### src/rtl/ps2_command_tx.sv
// ---------------------------------------------------------------------------
// ps2_command_tx
// Host-to-device PS/2 transmitter. Sends one command byte to the keyboard
// over the shared PS2_CLK/PS2_DAT pair. Both lines are open-drain: the
// *_oe outputs pull the matching line low when 1, and the pads are tied as
// `oe ? 1'b0 : 1'bz` at the top level.
//
// Ports
//   clock                          system clock (50 MHz nominal)
//   resetn                         asynchronous active-low reset
//   send_command                   1-cycle request, accepted only when idle
//   command[7:0]                   byte to send, latched on accept
//   ps2_clk_in / ps2_dat_in        raw pad values (asynchronous)
//   ps2_clk_oe / ps2_dat_oe        1 pulls the matching line low
//   busy                           high whenever a transfer is in progress
//   command_was_sent               1-cycle pulse once ACKed and bus idle
//   error_communication_timed_out  1-cycle pulse on timeout or missing ACK
// ---------------------------------------------------------------------------
module ps2_command_tx #(
    parameter int unsigned INHIBIT_CYCLES     = 6000,
    parameter int unsigned START_SETUP_CYCLES = 100,
    parameter int unsigned FIRST_EDGE_TIMEOUT = 750000,
    parameter int unsigned XFER_TIMEOUT       = 100000
) (
    input  logic       clock,
    input  logic       resetn,
    input  logic       send_command,
    input  logic [7:0] command,
    input  logic       ps2_clk_in,
    input  logic       ps2_dat_in,
    output logic       ps2_clk_oe,
    output logic       ps2_dat_oe,
    output logic       busy,
    output logic       command_was_sent,
    output logic       error_communication_timed_out
);

    // Counter is sized for the longest interval it has to measure.
    localparam int unsigned MAX_AB  = (INHIBIT_CYCLES > START_SETUP_CYCLES) ?
                                      INHIBIT_CYCLES : START_SETUP_CYCLES;
    localparam int unsigned MAX_CD  = (FIRST_EDGE_TIMEOUT > XFER_TIMEOUT) ?
                                      FIRST_EDGE_TIMEOUT : XFER_TIMEOUT;
    localparam int unsigned MAX_ALL = (MAX_AB > MAX_CD) ? MAX_AB : MAX_CD;
    localparam int unsigned CNT_W   = $clog2(MAX_ALL + 1);

    // Terminal counts: a state lasting N cycles leaves when the count is N-1.
    localparam logic [CNT_W-1:0] INHIBIT_LAST = CNT_W'(INHIBIT_CYCLES - 1);
    localparam logic [CNT_W-1:0] SETUP_LAST   = CNT_W'(START_SETUP_CYCLES - 1);
    localparam logic [CNT_W-1:0] FIRST_LAST   = CNT_W'(FIRST_EDGE_TIMEOUT - 1);
    localparam logic [CNT_W-1:0] XFER_LAST    = CNT_W'(XFER_TIMEOUT - 1);

    typedef enum logic [3:0] {
        S_IDLE       = 4'd0,
        S_INHIBIT    = 4'd1,
        S_REQ_START  = 4'd2,
        S_WAIT_FIRST = 4'd3,
        S_SEND_BITS  = 4'd4,
        S_WAIT_ACK   = 4'd5,
        S_WAIT_IDLE  = 4'd6,
        S_DONE       = 4'd7,
        S_ERROR      = 4'd8
    } state_t;

    // PS/2 uses odd parity: the bit makes the total count of ones odd.
    function automatic logic odd_parity(input logic [7:0] data);
        return ~^data;
    endfunction

    // Counting stops at all-ones so a stalled bus can never wrap the timer.
    function automatic logic [CNT_W-1:0] sat_inc(input logic [CNT_W-1:0] v);
        logic [CNT_W-1:0] r;
        if (v == {CNT_W{1'b1}}) begin
            r = v;
        end else begin
            r = v + {{(CNT_W-1){1'b0}}, 1'b1};
        end
        return r;
    endfunction

    logic         clk_meta_q, clk_sync_q, clk_prev_q;
    logic         dat_meta_q, dat_sync_q;
    logic         fall;

    state_t       state_q, state_d;
    logic [CNT_W-1:0] cnt_q, cnt_d;
    logic [9:0]   shift_q, shift_d;
    logic [3:0]   bit_cnt_q, bit_cnt_d;
    logic         clk_oe_q, clk_oe_d;
    logic         dat_oe_q, dat_oe_d;
    logic         busy_q, busy_d;
    logic         sent_q, sent_d;
    logic         err_q, err_d;

    // Synchronise both pads; idle bus level is high, so reset to 1 to avoid
    // a phantom falling edge after reset.
    always_ff @(posedge clock or negedge resetn) begin
        if (!resetn) begin
            clk_meta_q <= 1'b1;
            clk_sync_q <= 1'b1;
            clk_prev_q <= 1'b1;
            dat_meta_q <= 1'b1;
            dat_sync_q <= 1'b1;
        end else begin
            clk_meta_q <= ps2_clk_in;
            clk_sync_q <= clk_meta_q;
            clk_prev_q <= clk_sync_q;
            dat_meta_q <= ps2_dat_in;
            dat_sync_q <= dat_meta_q;
        end
    end

    assign fall = clk_prev_q & ~clk_sync_q;

    // Next-state, counter, frame shifter and registered-output decode.
    always_comb begin
        state_d   = state_q;
        cnt_d     = sat_inc(cnt_q);
        shift_d   = shift_q;
        bit_cnt_d = bit_cnt_q;

        case (state_q)
            S_IDLE: begin
                cnt_d = {CNT_W{1'b0}};
                if (send_command) begin
                    state_d   = S_INHIBIT;
                    shift_d   = {1'b1, odd_parity(command), command};
                    bit_cnt_d = 4'd0;
                end else begin
                    state_d = S_IDLE;
                end
            end
            S_INHIBIT: begin
                if (cnt_q >= INHIBIT_LAST) begin
                    state_d = S_REQ_START;
                    cnt_d   = {CNT_W{1'b0}};
                end else begin
                    state_d = S_INHIBIT;
                end
            end
            S_REQ_START: begin
                if (cnt_q >= SETUP_LAST) begin
                    state_d = S_WAIT_FIRST;
                    cnt_d   = {CNT_W{1'b0}};
                end else begin
                    state_d = S_REQ_START;
                end
            end
            S_WAIT_FIRST: begin
                // The first device edge puts data bit 0 on the line; the
                // transfer timer starts from here.
                if (fall) begin
                    state_d = S_SEND_BITS;
                    cnt_d   = {CNT_W{1'b0}};
                end else if (cnt_q >= FIRST_LAST) begin
                    state_d = S_ERROR;
                end else begin
                    state_d = S_WAIT_FIRST;
                end
            end
            S_SEND_BITS: begin
                if (cnt_q >= XFER_LAST) begin
                    state_d = S_ERROR;
                end else if (fall) begin
                    shift_d   = {1'b1, shift_q[9:1]};
                    bit_cnt_d = bit_cnt_q + 4'd1;
                    // Ninth shift exposes the stop bit (line released).
                    if (bit_cnt_q == 4'd8) begin
                        state_d = S_WAIT_ACK;
                    end else begin
                        state_d = S_SEND_BITS;
                    end
                end else begin
                    state_d = S_SEND_BITS;
                end
            end
            S_WAIT_ACK: begin
                if (cnt_q >= XFER_LAST) begin
                    state_d = S_ERROR;
                end else if (fall) begin
                    if (dat_sync_q) begin
                        state_d = S_ERROR;
                    end else begin
                        state_d = S_WAIT_IDLE;
                    end
                end else begin
                    state_d = S_WAIT_ACK;
                end
            end
            S_WAIT_IDLE: begin
                if (cnt_q >= XFER_LAST) begin
                    state_d = S_ERROR;
                end else if (clk_sync_q && dat_sync_q) begin
                    state_d = S_DONE;
                end else begin
                    state_d = S_WAIT_IDLE;
                end
            end
            S_DONE: begin
                state_d = S_IDLE;
                cnt_d   = {CNT_W{1'b0}};
            end
            S_ERROR: begin
                state_d = S_IDLE;
                cnt_d   = {CNT_W{1'b0}};
            end
            default: begin
                state_d = S_IDLE;
                cnt_d   = {CNT_W{1'b0}};
            end
        endcase

        // Outputs are decoded from the next state so the registered copies
        // line up exactly with the registered state.
        clk_oe_d = (state_d == S_INHIBIT) || (state_d == S_REQ_START);
        case (state_d)
            S_REQ_START:  dat_oe_d = 1'b1;
            S_WAIT_FIRST: dat_oe_d = 1'b1;
            S_SEND_BITS:  dat_oe_d = ~shift_d[0];
            default:      dat_oe_d = 1'b0;
        endcase
        busy_d = (state_d != S_IDLE);
        sent_d = (state_d == S_DONE);
        err_d  = (state_d == S_ERROR);
    end

    // Single state register for the transmit FSM and its outputs.
    always_ff @(posedge clock or negedge resetn) begin
        if (!resetn) begin
            state_q   <= S_IDLE;
            cnt_q     <= {CNT_W{1'b0}};
            shift_q   <= 10'd0;
            bit_cnt_q <= 4'd0;
            clk_oe_q  <= 1'b0;
            dat_oe_q  <= 1'b0;
            busy_q    <= 1'b0;
            sent_q    <= 1'b0;
            err_q     <= 1'b0;
        end else begin
            state_q   <= state_d;
            cnt_q     <= cnt_d;
            shift_q   <= shift_d;
            bit_cnt_q <= bit_cnt_d;
            clk_oe_q  <= clk_oe_d;
            dat_oe_q  <= dat_oe_d;
            busy_q    <= busy_d;
            sent_q    <= sent_d;
            err_q     <= err_d;
        end
    end

    assign ps2_clk_oe                    = clk_oe_q;
    assign ps2_dat_oe                    = dat_oe_q;
    assign busy                          = busy_q;
    assign command_was_sent              = sent_q;
    assign error_communication_timed_out = err_q;

endmodule

### config.mk
export PLATFORM = sky130hd
export DESIGN_NAME = ps2_command_tx
export DESIGN_NICKNAME = d
export VERILOG_FILES = /design/src/rtl/ps2_command_tx.sv
export SDC_FILE = /design/constraint.sdc
export NUM_CORES = 1
export LEC_CHECK = 0
export BUFFER_PORTS_ARGS = -buffer_cell sky130_fd_sc_hd__buf_4
export CAP_MARGIN = 5
export CORE_UTILIZATION = 55
export DETAILED_ROUTE_END_ITERATION = 12
export PLACE_DENSITY = 0.8
export SKIP_CTS_REPAIR_TIMING = 1
export SYNTH_ARGS = -nofsm -noshare
export SYNTH_HDL_FRONTEND = slang
export SYNTH_SLANG_ARGS = --single-unit
### constraint.sdc
create_clock -name clock -period 2.95 [get_ports clock]
set_input_delay 0.59 -clock clock [delete_from_list [all_inputs] [get_ports clock]]
set_output_delay 0.59 -clock clock [all_outputs]
set_load 0.03 [all_outputs]
==> impl_metrics.tcl <==
set metrics [dict create \
    dieArea_um2 5220 \
    run_status "completed" \
    cts_buffer_depth 2 \
    vdd.ir_drop.worst_v 0.000190 \
    dpl.hpwl_mm 3.81 \
    drive_gt1_share_pct 14.5 \
    netlist_top_cells_area "dfrtp_1, xnor2_1, dfstp_2, nor2_1, nand2_1" \
    gp_congestion 0.860 \
    syn_area_um2 2710 \
    setup_violations 0 \
    vias 2177 \
    design_area_um2 2910 \
    wl_mm 5.34 \
    cp-start-kind "register" \
    yosys-top-cells-count "dfrtp_1, nor2_1, nand2_1" \
    dpl_cell_area_um2 2820 \
    fin_crit_ps 2480 \
    yosysSeqAreaShare_pct 44.5 \
    fmax_ghz 0.403 \
    fin_setup_tns_ps 0 \
    rsz0062_at_grt "false" \
    slew-limit-headroom_pct 40.9 \
    cts_made_buffers 5 \
    worstMarginPinSlew_ps 865 \
    cp.required_ps 3190 \
    wl_per_cell_um 14.7 \
    post_drt_via_cell_ratio 6.00 \
    yosysTopAreaCellShare_pct 39.6 \
    finalNetCount 311 \
    io_buffers 17 \
    p_leak_uw 0.00128 \
    yosysTopAreaCell "dfrtp_1" \
    grt-ovfl-total 0 \
    finalPower_uw 1100 \
    maxCapViolations 0 \
    cts_num_sinks 48 \
    die_w_um 72.2 \
    synth-edff-count 0 \
    n_antenna_cell 0 \
    syn_to_final_growth_pct 7.05 \
    finalCritPeriodShare_pct 84.1 \
    clk_pin_slew_ps 90 \
    slew_viol_final 0 \
    cts_tree "yes" \
    postRouteAntennaNets 0 \
    start_util_pct 57.5 \
    yosysMostFrequentCell "dfrtp_1" \
    synthesis.nets 298 \
    grt_pass1_vias 2100 \
    antenna_found_initial 0 \
    fp-row-count 25 \
    hold_viol 0 \
    avgSynthCellArea_um2 9.62 \
    ios 18 \
    crit_fanout 15 \
    yosysUniqueCellTypes 60 \
    grtUsageTotal_pct 22.1 \
    powerDensity_nw_per_um2 378 \
    synthCells 282 \
    synth_seq_cells 48 \
    ys.flop_type "dfrtp_1" \
    end_kind "register" \
    drc 0 \
    die_h_um 72.2 \
    core_um2 4720 \
    clock_latency_ps 310 \
    root_buffer "clkbuf_8" \
    drt-pass1-iter-count 5 \
    yosys_warnings 0 \
    synthArstFlopShare_pct 100 \
    skew_ps 10.1 \
    grt_pass1_wl_mm 9.09 \
    h-tree-depth 2 \
    critical_path_class "reg -> reg" \
    cp.arrival_ps 2720 \
    drtIter0Drc 223 \
    grt_max_degree 49 \
    hold_path.class "in -> async" \
]
layout make-up:
class | instances | area, µm²
multi-input cells | 205 | 1330
fillers | 403 | 1820
clock buffers | 7 | 76.3
well taps | 67 | 83.8
clock inverters | 1 | 5.00
flip-flops and latches | 48 | 1210
repair buffers | 18 | 135
inverters | 17 | 63.8
final timing paths:
path	cells after the start	startpoint	slack [ps]	to
worst max register to register	6	cnt_q[16]	470	bit_cnt_q[3]
worst min-delay path	1	resetn	270	shift_q[7]
max in group asynchronous	1	resetn	2280	cnt_q[11]
worst max-delay path	6	cnt_q[16]	470	bit_cnt_q[3]
min in group clock	0	dat_meta_q	360	dat_sync_q
worst min register to register	0	dat_meta_q	360	dat_sync_q
placed cells by master (no fill, tap or decap), types with 2 or more instances in the layout:
| cell type | instances |
|---|---|
| a2111oi_0 | 2 |
| a211oi_1 | 2 |
| a21oi_1 | 13 |
| a222oi_1 | 8 |
| a31o_2 | 2 |
| a32oi_1 | 2 |
| and3_1 | 3 |
| and3_2 | 2 |
| and3b_1 | 2 |
| buf_4 | 18 |
| clkbuf_1 | 2 |
| clkbuf_8 | 5 |
| dfrtp_1 | 43 |
| dfstp_2 | 5 |
| ha_1 | 3 |
| inv_1 | 17 |
| nand2_1 | 22 |
| nand3_1 | 14 |
| nand4_1 | 4 |
| nor2_1 | 31 |
| nor2b_1 | 4 |
| nor3_1 | 11 |
| nor3b_1 | 2 |
| nor4_1 | 2 |
| o2111ai_1 | 2 |
| o21a_1 | 2 |
| o21ai_0 | 11 |
| o32ai_1 | 4 |
| or2_2 | 2 |
| or3_1 | 7 |
| or4_1 | 2 |
| xnor2_1 | 17 |
| xor2_1 | 3 |
sequential cells by signal (all words and copies together), names as in the netlist:
signal / cells
dat_sync_q: 1
ps2_clk_oe: 1
clk_meta_q: 1
busy: 1
dat_meta_q: 1
ps2_dat_oe: 1
clk_sync_q: 1
clk_prev_q: 1
cnt_q: 20
state_q: 4
shift_q: 10
command_was_sent: 1
error_communication_timed_out: 1
bit_cnt_q: 4
stage by stage:
| stage | cells | hold WS (ps) | worst slack, ps | utilization, % |
|---|---|---|---|---|
| after detailed placement | 355 | 349 | 543 | 59.8 |
| after CTS | 363 | 298 | 496 | 61.5 |
| after global placement | 355 | 347 | 593 | 59.8 |
| after floorplan | 282 | 294 | 604 | - |
| after global routing | 363 | 330 | 270 | 61.5 |
| final | 363 | 271 | 469 | 61.5 |
cells by family (layout without fill, tap and decap cells):
group,Yosys count,in the layout,share of synthesized area (%)
buffers and inverters,29,43,6.36
adder cells (fa/ha/maj),3,3,1.38
multiplexers,2,2,0.784
AO/OA/AOI/OAI,62,62,18.0
flip-flops,48,48,44.5
XOR/XNOR,20,20,6.45
AND/OR/NAND/NOR,118,118,22.5
critical path, stage by stage (launching register included):
cell       delay [ps]
dfrtp_1           470
a2111oi_0         830
nand2_1           240
o311ai_4          150
o211ai_4          200
or3_1             390
a21oi_1           140
per-layer routing:
metal	vias to the layer above	track usage (%)	routed length [µm]
met3	10	4.17	199
met4	0	9.37	92
met1	1062	28.0	2430
li1	1049	-	-
met5	-	0	0
met2	56	37.0	2610
power breakdown:
group	internal (µW)	switching [µW]	total, µW
Combinational	25.4	29.3	54.6
Sequential	664	2.74	666
Clock	167	210	376
Total	856	242	1100
No activity file was read; power rests on OpenSTA's default activity.
